===== src/rtl/count_monitor.sv =====
// rtl/count_monitor.sv - observer that checks a counter holds or increments by one each cycle
// Optional first-error capture enabled by defining COUNT_MONITOR_FIRST_ERR_EN.
module count_monitor #(
    parameter int WIDTH       = 8,
    parameter int LOCK_CYCLES = 4,
    parameter int ERR_W       = 8
) (
    input  logic             clk,
    input  logic             rst_n,
    input  logic             enable,
    input  logic [WIDTH-1:0] count,
    input  logic             clear,
    output logic             locked,
    output logic             err,
    output logic [ERR_W-1:0] err_count,
    output logic             wrap,
    output logic [ERR_W-1:0] wrap_count,
    output logic             first_valid,
    output logic [WIDTH-1:0] first_exp,
    output logic [WIDTH-1:0] first_obs
);

    typedef enum logic [1:0] {
        IDLE   = 2'd0,
        TRACK  = 2'd1,
        RESYNC = 2'd2
    } state_t;

    state_t           state;
    state_t           state_nxt;
    logic [WIDTH-1:0] prev_count;
    logic             prev_en;
    logic [7:0]       good_cnt;
    logic [WIDTH-1:0] exp_count;
    logic             match;
    logic             mismatch;
    logic             wrap_hit;

    always_comb begin
        exp_count = prev_en ? prev_count + WIDTH'(1) : prev_count;
        match     = (count == exp_count);
        mismatch  = (state == TRACK) && !match && !clear;
        // A correct increment out of all-ones necessarily lands on zero.
        wrap_hit  = (state == TRACK) && match && prev_en && (&prev_count);
    end

    always_comb begin
        state_nxt = state;
        if (clear) begin
            state_nxt = IDLE;
        end else begin
            case (state)
                IDLE:    state_nxt = TRACK;
                TRACK:   state_nxt = match ? TRACK : RESYNC;
                RESYNC:  state_nxt = TRACK;
                default: state_nxt = IDLE;
            endcase
        end
    end

    always_ff @(posedge clk or negedge rst_n) begin
        if (!rst_n) begin
            state <= IDLE;
        end else begin
            state <= state_nxt;
        end
    end

    always_ff @(posedge clk or negedge rst_n) begin
        if (!rst_n) begin
            prev_count <= '0;
            prev_en    <= 1'b0;
            good_cnt   <= 8'd0;
            locked     <= 1'b0;
            err        <= 1'b0;
            err_count  <= '0;
            wrap       <= 1'b0;
            wrap_count <= '0;
        end else begin
            prev_count <= count;
            prev_en    <= enable;
            err        <= 1'b0;
            wrap       <= 1'b0;
            if (clear) begin
                good_cnt   <= 8'd0;
                locked     <= 1'b0;
                err_count  <= '0;
                wrap_count <= '0;
            end else if (state == IDLE) begin
                good_cnt <= 8'd0;
                locked   <= 1'b0;
            end else if (state == TRACK) begin
                if (match) begin
                    if (good_cnt < 8'(LOCK_CYCLES)) begin
                        good_cnt <= good_cnt + 8'd1;
                    end
                    if (good_cnt >= 8'(LOCK_CYCLES - 1)) begin
                        locked <= 1'b1;
                    end
                    if (wrap_hit) begin
                        wrap <= 1'b1;
                        if (wrap_count != '1) begin
                            wrap_count <= wrap_count + ERR_W'(1);
                        end
                    end
                end else begin
                    err      <= 1'b1;
                    locked   <= 1'b0;
                    good_cnt <= 8'd0;
                    if (err_count != '1) begin
                        err_count <= err_count + ERR_W'(1);
                    end
                end
            end
        end
    end

`ifdef COUNT_MONITOR_FIRST_ERR_EN
    always_ff @(posedge clk or negedge rst_n) begin
        if (!rst_n) begin
            first_valid <= 1'b0;
            first_exp   <= '0;
            first_obs   <= '0;
        end else if (clear) begin
            first_valid <= 1'b0;
            first_exp   <= '0;
            first_obs   <= '0;
        end else if (mismatch && !first_valid) begin
            first_valid <= 1'b1;
            first_exp   <= exp_count;
            first_obs   <= count;
        end
    end
`else
    assign first_valid = 1'b0;
    assign first_exp   = '0;
    assign first_obs   = '0;
`endif

endmodule


===== config.mk =====
export PLATFORM = sky130hd
export DESIGN_NAME = count_monitor
export DESIGN_NICKNAME = d
export VERILOG_FILES = /design/src/rtl/count_monitor.sv
export SDC_FILE = /design/constraint.sdc
export NUM_CORES = 1
export LEC_CHECK = 0
export CAP_MARGIN = 20
export CORE_MARGIN = 5
export CORE_UTILIZATION = 29
export CTS_BUF_LIST = sky130_fd_sc_hd__clkbuf_16
export DETAILED_ROUTE_END_ITERATION = 6
export GPL_TIMING_DRIVEN = 0
export SLEW_MARGIN = 20
export SYNTH_ARGS = -nofsm -noshare
export SYNTH_HDL_FRONTEND = slang
export SYNTH_SLANG_ARGS = --single-unit

===== constraint.sdc =====
create_clock -name clk -period 2.8 [get_ports clk]
set_input_delay 0.56 -clock clk [delete_from_list [all_inputs] [get_ports clk]]
set_output_delay 0.56 -clock clk [all_outputs]
set_load 0.05 [all_outputs]

==> flow_metrics.env <==
export IMPL_num_rows=31
export IMPL_outcome="complete, no violations"
export IMPL_clkSlewWorstSetupHoldPaths_ns=0.06
export IMPL_area_delta_synth_final_pct=30.3
export IMPL_finalCritPeriodShare_pct=91.6
export IMPL_numClockSinks=38
export IMPL_netlist_instances=213
export IMPL_path_class="in -> reg"
export IMPL_rsz0062_at_grt="false"
export IMPL_ys_seq_elements=38
export IMPL_fp_coreArea_sq_um=7180
export IMPL_synth_ff_type="dfrtp_1"
export IMPL_netlist_area_sq_um=2110
export IMPL_dp_cells=359
export IMPL_routedWlPerCell_um=12.1
export IMPL_maxCapViolCount=0
export IMPL_yosysTopAreaCellShare_pct=45.0
export IMPL_drt_pre_antenna_iters=4
export IMPL_finalSetupViolCount=0
export IMPL_via_per_inst=4.54
export IMPL_ir_drop_v=0.000196
export IMPL_synth_commonest_cells="dfrtp_1 (38), buf_4 (18), nand2_1 (18)"
export IMPL_numCtsBuffers=5
export IMPL_io_pins=48
export IMPL_cts_tree="built"
export IMPL_grt_pass1_wl_mm=7.47
export IMPL_synth_most_common_cell="dfrtp_1"
export IMPL_drv_slew=0
export IMPL_endpoint_kind="flop"
export IMPL_worstPathRequired_ns=2.96
export IMPL_finalSetupTns_ns=0
export IMPL_grt_max_degree=30
export IMPL_cts_repair_resized=0
export IMPL_die_area_sq_um=9090
export IMPL_clockRootBuffer="clkbuf_16"
export IMPL_cp_arrival_ns=2.73
export IMPL_via_count=1667
export IMPL_finalHoldViolations=0
export IMPL_drc=0
export IMPL_drt_iter0_markers=55
export IMPL_instances_no_fill=367
export IMPL_drt_wl_total_mm=4.44
export IMPL_startpoint_type="input port"
export IMPL_clockBufferDepth=2
export IMPL_ant_nets=0
export IMPL_p_leak_nw=1.19
export IMPL_yosysWarnings=0
export IMPL_fp_dieW_um=95.3
export IMPL_synth_area_per_cell_sq_um=9.92
export IMPL_fillCellCount=730
export IMPL_ys_seq_area_share_pct=45.0
export IMPL_worst_path_max_fanout=10
export IMPL_max_freq_mhz=390
export IMPL_clk_latency_ns=0.28
export IMPL_slew_headroom_pct=65.5
export IMPL_grt_pass1_vias=1630
export IMPL_post_cts_repair_setup_buffers=0
export IMPL_antennaDiodeCount=0
export IMPL_tightest_slew_ns=0.515
export IMPL_port_buffers=30
export IMPL_ctsHoldBuffers=0
export IMPL_total_power_w=0.00131
export IMPL_hold_path_class="in -> async"
export IMPL_gp_congestion=0.755
export IMPL_htreeDepth=2
export IMPL_synth_edf_count=0
export IMPL_finalClockSkew_ns=0.00593
export IMPL_antenna_found_initial=0
export IMPL_min_period_ns=2.56
export IMPL_synthTopCellsByArea="dfrtp_1 (45%), buf_4 (6.4%), xnor2_1 (3.7%)"
export IMPL_drive_gt1_share_pct=14.9
export IMPL_p_per_area_nw_per_um2=477
export IMPL_hpwl_mm=3.39
export IMPL_final_nets=283
export IMPL_synth_largest_area_cell="dfrtp_1"
export IMPL_yosysUniqueCellTypes=47
export IMPL_initial_core_util_pct=29.4
export IMPL_synthArstFlopShare_pct=100
export IMPL_grtUsageTotal_pct=10.8
export IMPL_overflow=0
export IMPL_die_y_um=95.3
final timing paths:
path	start	endpoint	slack, ns	depth (start not counted)
worst max-delay path	count[7]	err_count[4]	0.24	9
worst min-delay path	rst_n	prev_count[4]	0.14	1
worst max register to register	prev_count[0]	wrap_count[7]	0.43	9
worst min register to register	good_cnt[3]	good_cnt[3]	0.48	1
max in group asynchronous	rst_n	wrap_count[5]	2.23	2
min in group clk	good_cnt[3]	good_cnt[3]	0.48	1
state kept, by name, summed over array words and instances (netlist names):
name        cells
err_count       8
wrap_count      8
locked          1
prev_en         1
wrap            1
good_cnt        8
prev_count      8
err             1
state           2
cell families (layout without fill, tap and decap cells):
kind of cell,after synthesis,after routing,synth area share (%)
buffers and inverters,28,67,8.89
other,1,17,0.178
XOR/XNOR,15,15,6.22
AO/OA/AOI/OAI,34,34,10.8
adder cells (fa/ha/maj),4,4,2.37
multiplexers,4,4,2.01
flip-flops,38,38,45.0
AND/OR/NAND/NOR,89,89,24.5
final cells by class:
| class | instances | area, sq um | share of cell area (%) |
|---|---|---|---|
| buffer | 23 | 169 | 6.14 |
| clock buffer | 5 | 125 | 4.55 |
| clock inverter | 3 | 16.3 | 0.591 |
| inverter | 5 | 18.8 | 0.682 |
| multi-input combinational | 163 | 1030 | 37.5 |
| sequential | 38 | 951 | 34.5 |
| tap | 99 | 124 | 4.50 |
| timing repair buffer | 31 | 315 | 11.5 |
power breakdown:
part,switching [W],internal (W),leakage (nW),total [W]
Combinational,0.000126,0.0000699,0.617,0.000196
Sequential,0.0000133,0.000561,0.507,0.000574
Clock,0.000218,0.000325,0.0672,0.000543
Total,0.000357,0.000956,1.19,0.00131
metal layers:
layer  GRT usage (%)  share of wire [%]  vias up
li1                -                  -      834
met1            13.6                 45      778
met2            16.6                 46       48
met3            3.55                7.5        7
met4            5.05                1.7        0
met5               0                  0        -
worst max-delay path, cell delays in order:
cell             delay, ns
clkdlybuf4s50_1       0.53
xor2_1                0.30
a21oi_1               0.09
a211oi_2              0.24
o211ai_2              0.13
and2_4                0.20
buf_6                 0.14
nor3_1                0.21
mux2_1                0.34
stage by stage:
stage / utilization [%] / cell area [sq um] / hold slack (ns) / setup slack (ns)
6_report: 38.4 / 2750 / 0.142 / 0.236
5_1_grt: 38.4 / 2750 / 0.157 / 0.0611
4_1_cts: 38.4 / 2750 / 0.145 / 0.206
3_5_place_dp: 36.4 / 2610 / 0.452 / -0.0870
3_3_place_gp: 36.2 / 2600 / 0.470 / -0.0686
2_1_floorplan: - / 2170 / 0.264 / 0.515
cells in the final DEF (no fill, tap or decap), drive strengths merged, types with 2 or more instances in the layout:
cell type / netlist / layout
dfrtp: 38 / 38
conb: 1 / 17
xor2: 6 / 6
nand2: 18 / 18
o211ai: 3 / 3
mux2: 2 / 2
and3: 7 / 7
clkinv: 0 / 2
nor4: 2 / 2
ha: 4 / 4
a31oi: 2 / 2
o21ai: 6 / 6
o31ai: 4 / 4
and2: 7 / 7
or3: 4 / 4
nor2b: 4 / 4
nor3b: 2 / 2
or4: 5 / 5
clkbuf: 3 / 8
nor2: 11 / 11
inv: 5 / 5
nand3: 8 / 8
xnor2: 9 / 9
a21oi: 13 / 13
mux2i: 2 / 2
nand2b: 2 / 2
nor3: 8 / 8
buf: 20 / 22
clkdlybuf4s50: 0 / 29
nand4: 6 / 6
No activity file was read; power rests on OpenSTA's default activity.
